--- config.mk ---
export PLATFORM = sky130hd
export DESIGN_NAME = onehot_digit_scanner
export DESIGN_NICKNAME = d
export VERILOG_FILES = /design/src/rtl/onehot_scan_pkg.sv /design/src/rtl/onehot_digit_scanner_hex_to_7seg.sv /design/src/rtl/onehot_digit_scanner.sv
export SDC_FILE = /design/constraint.sdc
export NUM_CORES = 1
export LEC_CHECK = 0
export ABC_AREA = 1
export ABC_CLOCK_PERIOD_IN_PS = 5850
export CAP_MARGIN = 0
export CORE_UTILIZATION = 28
export DETAILED_ROUTE_END_ITERATION = 7
export PLACE_DENSITY = 0.56
export SLEW_MARGIN = 40
export SYNTH_ARGS = -nofsm -noshare
export SYNTH_HDL_FRONTEND = slang
export SYNTH_HIERARCHICAL = 1
export SYNTH_SLANG_ARGS = --single-unit
--- constraint.sdc ---
create_clock -name clk -period 5.85 [get_ports clk]
set_clock_uncertainty 0.2 [all_clocks]
set_input_delay 1.17 -clock clk [delete_from_list [all_inputs] [get_ports clk]]
set_output_delay 1.17 -clock clk [all_outputs]
set_load 0.01 [all_outputs]
--- src/rtl/onehot_scan_pkg.sv ---
// Shared constants and helpers for the one-hot digit scanner:
// 7-segment lookup table, ring phase constants, rotate and legality helpers.
package onehot_scan_pkg;

  localparam logic [3:0] PH0 = 4'b0001;
  localparam logic [3:0] PH1 = 4'b0010;
  localparam logic [3:0] PH2 = 4'b0100;
  localparam logic [3:0] PH3 = 4'b1000;

  // Segment order {g,f,e,d,c,b,a}, active-high
  localparam logic [6:0] HEX7 [16] = '{
    7'h3F, 7'h06, 7'h5B, 7'h4F, 7'h66, 7'h6D, 7'h7D, 7'h07,
    7'h7F, 7'h6F, 7'h77, 7'h7C, 7'h39, 7'h5E, 7'h79, 7'h71
  };

  function automatic logic [3:0] rotl4(input logic [3:0] v);
    return {v[2:0], v[3]};
  endfunction

  function automatic logic is_onehot4(input logic [3:0] v);
    return (v == PH0) || (v == PH1) || (v == PH2) || (v == PH3);
  endfunction

endpackage

--- src/rtl/onehot_digit_scanner_hex_to_7seg.sv ---
// Combinational nibble to 7-segment decoder using the shared lookup table.
module hex_to_7seg
  import onehot_scan_pkg::*;
(
  input  logic [3:0] nib,
  output logic [6:0] seg
);

  // Table lookup of the segment pattern for one hex digit
  always_comb begin
    seg = HEX7[nib];
  end

endmodule

--- src/rtl/onehot_digit_scanner.sv ---
// Time-multiplexes four hex digits onto one 7-segment bus using the phase of
// an external 4-bit one-hot ring counter. Display data is double-buffered and
// swapped at the 1000->0001 wrap; the phase stream is checked for legality
// and rotation order.
// Optional build macro ONEHOT_SCANNER_DEADTIME_EN: blank the anodes for one
// cycle whenever the phase changes, to suppress ghosting.
module onehot_digit_scanner
  import onehot_scan_pkg::*;
#(
  parameter int ERR_CNT_W = 8
) (
  input  logic                 clk,
  input  logic                 reset,
  input  logic [3:0]           phase,
  input  logic                 load,
  input  logic [15:0]          din,
  output logic [6:0]           seg,
  output logic [3:0]           an,
  output logic                 frame_done,
  output logic                 phase_err,
  output logic [ERR_CNT_W-1:0] err_cnt
);

  logic [15:0] pending;
  logic [15:0] active;
  logic [3:0]  phase_q;

  logic        legal;
  logic        legal_q;
  logic        wrap;
  logic        order_err;
  logic        err_now;
  logic [15:0] src_word;
  logic [3:0]  nib;
  logic [6:0]  seg_dec;
  logic [3:0]  an_next;

  // Phase legality, wrap detection and order checking
  always_comb begin
    legal     = is_onehot4(phase);
    legal_q   = is_onehot4(phase_q);
    wrap      = (phase_q == PH3) && (phase == PH0);
    order_err = legal && legal_q && (phase != phase_q) && (phase != rotl4(phase_q));
    err_now   = !legal || order_err;
  end

  // Digit select; on wrap digit 0 reads the pending buffer so the new frame
  // shows up without a one-cycle lag
  always_comb begin
    src_word = wrap ? pending : active;
    nib      = 4'h0;
    case (phase)
      PH0:     nib = src_word[3:0];
      PH1:     nib = src_word[7:4];
      PH2:     nib = src_word[11:8];
      PH3:     nib = src_word[15:12];
      default: nib = 4'h0;
    endcase
  end

  hex_to_7seg u_hex_to_7seg (
    .nib (nib),
    .seg (seg_dec)
  );

  // Anode value for a legal phase, with optional dead time on phase change
  always_comb begin
`ifdef ONEHOT_SCANNER_DEADTIME_EN
    an_next = (phase == phase_q) ? phase : 4'b0000;
`else
    an_next = phase;
`endif
  end

  // Registered display outputs, buffers and error tracking
  always_ff @(posedge clk) begin
    if (reset) begin
      pending    <= '0;
      active     <= '0;
      phase_q    <= '0;
      seg        <= '0;
      an         <= '0;
      frame_done <= 1'b0;
      phase_err  <= 1'b0;
      err_cnt    <= '0;
    end else begin
      phase_q    <= phase;
      frame_done <= wrap;
      if (load) pending <= din;
      if (wrap) active <= pending;
      if (legal) begin
        seg <= seg_dec;
        an  <= an_next;
      end else begin
        seg <= '0;
        an  <= '0;
      end
      if (err_now) begin
        phase_err <= 1'b1;
        if (err_cnt != {ERR_CNT_W{1'b1}})
          err_cnt <= err_cnt + {{(ERR_CNT_W-1){1'b0}}, 1'b1};
      end
    end
  end

endmodule

==> results of run 1 <==
[cell families (layout without fill, tap and decap cells)]
kind of cell    after synthesis  after routing  synth area share (%)
compound gates               59             59                  12.5
xor+xnor                      8              8                  2.58
fa+ha+maj                     8              8                  3.69
buf+inv                      65            113                  9.87
flops                        57             57                  42.0
simple gates                191            191                  29.3
[final cells by class]
class | instances | area, um2
Clock inverter | 3 | 40.0
Inverter | 53 | 199
Clock buffer | 13 | 149
Timing Repair Buffer | 44 | 438
Multi-Input combinational cell | 266 | 1310
Fill cell | 1006 | 5890
Tap cell | 129 | 161
Sequential cell | 57 | 1140
[state kept, by name (all words and copies together), names as in the netlist]
name	flops
active	16
pending	16
err_cnt	8
seg	7
an	4
phase_q	4
frame_done	1
phase_err	1
[layer usage]
layer / GRT usage (%) / part of all wire, % / up-vias
met1: 17.3 / 51 / 1056
met2: 19.2 / 42 / 65
met5: 0 / 0 / -
met4: 6.47 / 2.0 / 0
met3: 2.70 / 4.7 / 12
li1: - / - / 1296
[cells in the final DEF (no fill, tap or decap)]
cell type	n
o21ai_2	5
clkbuf_8	10
nand3_1	21
a21oi_1	8
nand2_1	77
o21ai_0	30
dfxtp_1	57
o21ai_1	8
xnor2_1	3
o211ai_2	1
nor3_1	1
xor2_1	5
nand3_4	1
bufinv_16	1
buf_4	1
clkinv_2	2
inv_1	49
nor2_1	80
nor3_4	1
nand2_2	9
clkbuf_1	3
nand4_1	1
inv_2	4
ha_1	8
o211ai_1	7
clkdlybuf4s50_1	43
[where the power goes]
group | switching (mW) | leakage, nW | internal, mW
Sequential | 0.0129 | 0.467 | 0.405
Clock | 0.148 | 0.0974 | 0.207
Combinational | 0.0456 | 0.970 | 0.0399
[final timing paths]
| kind | from | endpoint | slack, ns | depth (start not counted) |
|---|---|---|---|---|
| worst max register to register | phase_q[3] | seg[3] | 3.00 | 16 |
| worst min register to register | phase_err | phase_err | 0.29 | 2 |
| worst min-delay path | phase_err | phase_err | 0.29 | 2 |
| worst max-delay path | phase[2] | seg[3] | 1.87 | 18 |
[critical path: stages]
cell,delay [ns]
clkdlybuf4s50_1,0.48
inv_2,0.13
nand2_1,0.11
nor3_4,0.27
nand3_4,0.42
nand2_1,0.20
o21ai_2,0.08
o21ai_0,0.15
inv_1,0.05
nand2_1,0.14
inv_1,0.12
ha_1,0.29
nand2_1,0.07
o21ai_0,0.09
nand2_1,0.07
nand2_1,0.05
inv_1,0.05
nor2_1,0.03
[per-stage QoR]
step / setup WS, ns / instance area [um2]
5_1_grt: 1.47 / 3430
3_3_place_gp: 1.61 / 3240
3_5_place_dp: 1.51 / 3240
2_1_floorplan: 2.58 / 2710
4_1_cts: 1.86 / 3430
6_report: 1.87 / 3430
==> metrics, run 1 <==
status finished, final reports clean; fin. max-slew vios 0; CTS tree yes; asr flop ratio synth 0%; Max Buffers Root-to-Sink 2; post-synth top area share 42.0%; GPL Wtd Cong 0.868; top-count cell post-synth nor2_1; critical path class in -> reg; Peak VDD IR 0.0000949 V; Area Overhead vs Synth 26.5%; Setup crit start kind input pin; Synth Cell Area 2710 um2; minimum clock period 3.98 ns; die height 100 um; antenna violations before repair 0; final setup fails 0; HPWL after DPL 4.28 mm; DP Cell Count 549; Initial Utilization 29.1%; fin crit share 68.0%; Post-Route Setup TNS 0 ns; Floorplan Core Area 9330 um2; die area 10100 um2; commonest cells in the netlist 80 x nor2_1, 77 x nand2_1, 57 x dfxtp_1; Critical Path Sink Type flip-flop; clock root buffer master clkbuf_8; 1st-iter DRT viols 134; Tot Pwr 0.859 mW; Post-CTS Resized 0; vias in the first global route 2247; DR WL/cell 10.5 um; routed wire length 5.93 mm; worst skew pair latency 0.33 ns; Die Wd 100 um; Residual DRC 0; # Post-CTS Setup Buffers 0; H-tree levels 3; synth unique cells 25; Reg clk slew, reported paths 0.06 ns; max_cap viols 0; Post-CTS Hold Fix Bufs 0; Seq/Total Area, Yosys 42.0%; synth top area cells dfxtp_1 42%, nor2_1 11%, nand2_1 11%, inv_1 6.8%, o21ai_0 5.5%; Mapped Avg Cell Area 6.99 um2; CTS Buf Count 9; largest net degree at the start of global routing 38; first-pass GRT wire length 10.1 mm; Core Rows 35; final std cells w/o fill 565; YS warnings 6; average vias per placed instance 4.30; Post-Syn Instances 388; flops & latches, synth 57; n_diodes 0; post-synth net total 419; final hold slack 0.289 ns; Slew @ Worst Pin 0.529 ns; total global-route track usage 12.8%; Slew HR 64.7%; Antenna Violating Nets Remaining 0; Via Count 2429; Core Util, Final 36.8%; arrival time at the worst endpoint 3.99 ns; largest area contributor in the netlist dfxtp_1; Net count, final 462; PortBufs 43; Max FO, Critical Path 37; EDFF count, synth 0; HP Class reg -> reg; share of cells above drive strength 1 8.03%; Fmax 251 MHz; final hold viol count 0; ys flop type dfxtp_1; GR Overflow Total 0; Required @ worst endpoint 5.86 ns; TritonRoute pass-1 iters 5; Lkg Pwr 1.53 nW; I/O pins 44; number of sinks on the clock net 57; RSZ-0062 raised after global routing false; PD cells 250 nW/um2
No activity file was read; power rests on OpenSTA's default activity.
==> inputs of run 2 (changes only) <==
--- a/config.mk
+++ b/config.mk
@@ -6,11 +6,11 @@
 export NUM_CORES = 1
 export LEC_CHECK = 0
 export ABC_AREA = 1
-export ABC_CLOCK_PERIOD_IN_PS = 5850
+export ABC_CLOCK_PERIOD_IN_PS = 3400
 export CAP_MARGIN = 0
 export CORE_UTILIZATION = 28
 export DETAILED_ROUTE_END_ITERATION = 7
-export PLACE_DENSITY = 0.56
+export PLACE_DENSITY = 0.58
 export SLEW_MARGIN = 40
 export SYNTH_ARGS = -nofsm -noshare
 export SYNTH_HDL_FRONTEND = slang
==> constraint.sdc (replaced) <==
create_clock -name clk -period 3.4 [get_ports clk]
set_clock_uncertainty 0.2 [all_clocks]
set_input_delay 0.68 -clock clk [delete_from_list [all_inputs] [get_ports clk]]
set_output_delay 0.68 -clock clk [all_outputs]
set_load 0.01 [all_outputs]
==> metrics, run 2 (synthesized netlist as in run 1, its figures left out) <==
fin crit share 86.7%; Core Rows 35; Required @ worst endpoint 3.46 ns; Residual DRC 0; GR Overflow Total 0; Setup crit start kind input pin; HPWL after DPL 4.39 mm; Placement Setup Slack 0.118 ns; I/O pins 44; R2R depth 15; first-pass GRT wire length 10.5 mm; fin. max-slew vios 0; CP bufs+invs 6; PortBufs 43; Post-CTS Hold Fix Bufs 0; RSZ-0062 raised after global routing false; PD cells 427 nW/um2; total global-route track usage 13.2%; worst r2r src phase_q[3]; final hold viol count 0; register-to-register setup slack 0.88 ns; number of sinks on the clock net 57; Floorplan Core Area 9330 um2; final std cells w/o fill 574; most frequent cells in the layout 80 x nor2_1, 77 x nand2_1, 57 x dfxtp_1; Peak VDD IR 0.000152 V; HP Class reg -> reg; critical path class in -> reg; Crit-path slowest cell clkdlybuf4s50_1; status finished, final reports clean; routed wire length 6.11 mm; antenna violations before repair 0; Max FO, Critical Path 30; DP Cell Count 559; Initial Utilization 29.1%; 1st-iter DRT viols 171; TritonRoute pass-1 iters 4; DR WL/cell 10.6 um; average vias per placed instance 4.39; Sequential Area 1140 um2; max_cap viols 0; vias in the first global route 2324; Final Worst Setup Slack 0.453 ns; Post-CTS Resized 0; die area 10100 um2; top flop regs active: 16 flops, pending: 16 flops, err_cnt: 8 flops; Min-Delay Startpoint phase_err; CTS Buf Count 9; Slew HR 65.0%; multi-input logic area 1310 um2; Tot Pwr 1.51 mW; Worst Hold Endpoint phase_err; # Post-CTS Setup Buffers 0; Lkg Pwr 1.59 nW; critical-path cell list clkdlybuf4s50_1, inv_2, nand2_1, nor3_4, nand3_4, buf_12, o211ai_1, o21ai_1, inv_1, nand2_1, buf_4, ha_1, o21ai_0, nand2_1, nand2_1, inv_1, nor2_1; Reg clk slew, reported paths 0.06 ns; arrival time at the worst endpoint 3.00 ns; worst skew pair latency 0.33 ns; Top Family by Delay on Critical Path buffers and inverters; Net count, final 472; CP most frequent cell nand2_1; fill count 994; n_diodes 0; Slew @ Worst Pin 0.524 ns; Area Overhead vs Synth 30.0%; Max Buffers Root-to-Sink 2; largest net degree at the start of global routing 31; CTS tree yes; final hold slack 0.286 ns; GPL Wtd Cong 0.838; final setup fails 0; commonest non-fill, non-tap cell in the layout nor2_1; worst flop-to-flop path endpoint seg[3]; max incr delay on CP 0.44 ns; Fmax 339 MHz; Hold Path Stages 2; Die Wd 100 um; Post-Route Setup TNS 0 ns; H-tree levels 3; Critical Path Sink Type flip-flop; die height 100 um; clock root buffer master clkbuf_8; share of cells above drive strength 1 10.3%; minimum clock period 2.95 ns; critical path depth 17; Antenna Violating Nets Remaining 0; Via Count 2518
## run 2: cell count changes in the layout (fill, tap and decap cells not counted)
cell,delta
buf_12,+1
clkbuf_1,-2
clkbuf_8,+1
buf_4,+9
## run 2: worst max-delay path by stage
| stage | startpoint | endpoint | slack, ns |
|---|---|---|---|
| 2_1_floorplan | phase[2] | seg[3] | 0.62 |
| 4_1_cts | phase[3] | seg[3] | 0.46 |
| 3_3_place_gp | phase[3] | seg[5] | 0.16 |
| 3_5_place_dp | phase[3] | seg[3] | 0.12 |
| 5_1_grt | phase[3] | seg[3] | 0.19 |
| 6_report | phase[3] | seg[3] | 0.45 |
## run 2: area by class of cell
cell class / instances / share of cell area [%]
clock buffer: 12 / 4.40
clock inverter: 3 / 1.14
inverter: 53 / 5.64
multi-input combinational: 266 / 37.0
sequential: 57 / 32.4
tap: 129 / 4.58
timing repair buffer: 54 / 14.9
## run 2: worst min-delay path, stage by stage, from the launching register on
cell and delay [ns]:
dfxtp_1 0.32, o21ai_0 0.08, inv_1 0.05
## run 2: layer usage
metal  GRT usage (%)  vias up  part of all wire, %
li1                -     1316                    -
met1            17.4     1125                   49
met4            6.58        0                  1.9
met2            20.3       65                   44
met5               0        -                    0
met3            3.12       12                  4.4
## run 2: through the flow
| stage | instance area (um2) | utilization (%) |
|---|---|---|
| 6_report | 3530 | 37.8 |
| 5_1_grt | 3530 | 37.8 |
| 3_3_place_gp | 3330 | 35.7 |
| 2_1_floorplan | 2710 | - |
| 3_5_place_dp | 3330 | 35.7 |
| 4_1_cts | 3530 | 37.8 |
## run 2: power by group
part	internal, mW	total, mW	switching (mW)	leakage, nW
sequential	0.696	0.718	0.0217	0.467
clock	0.372	0.635	0.263	0.102
combinational	0.0728	0.152	0.0794	1.03
total	1.14	1.51	0.364	1.59
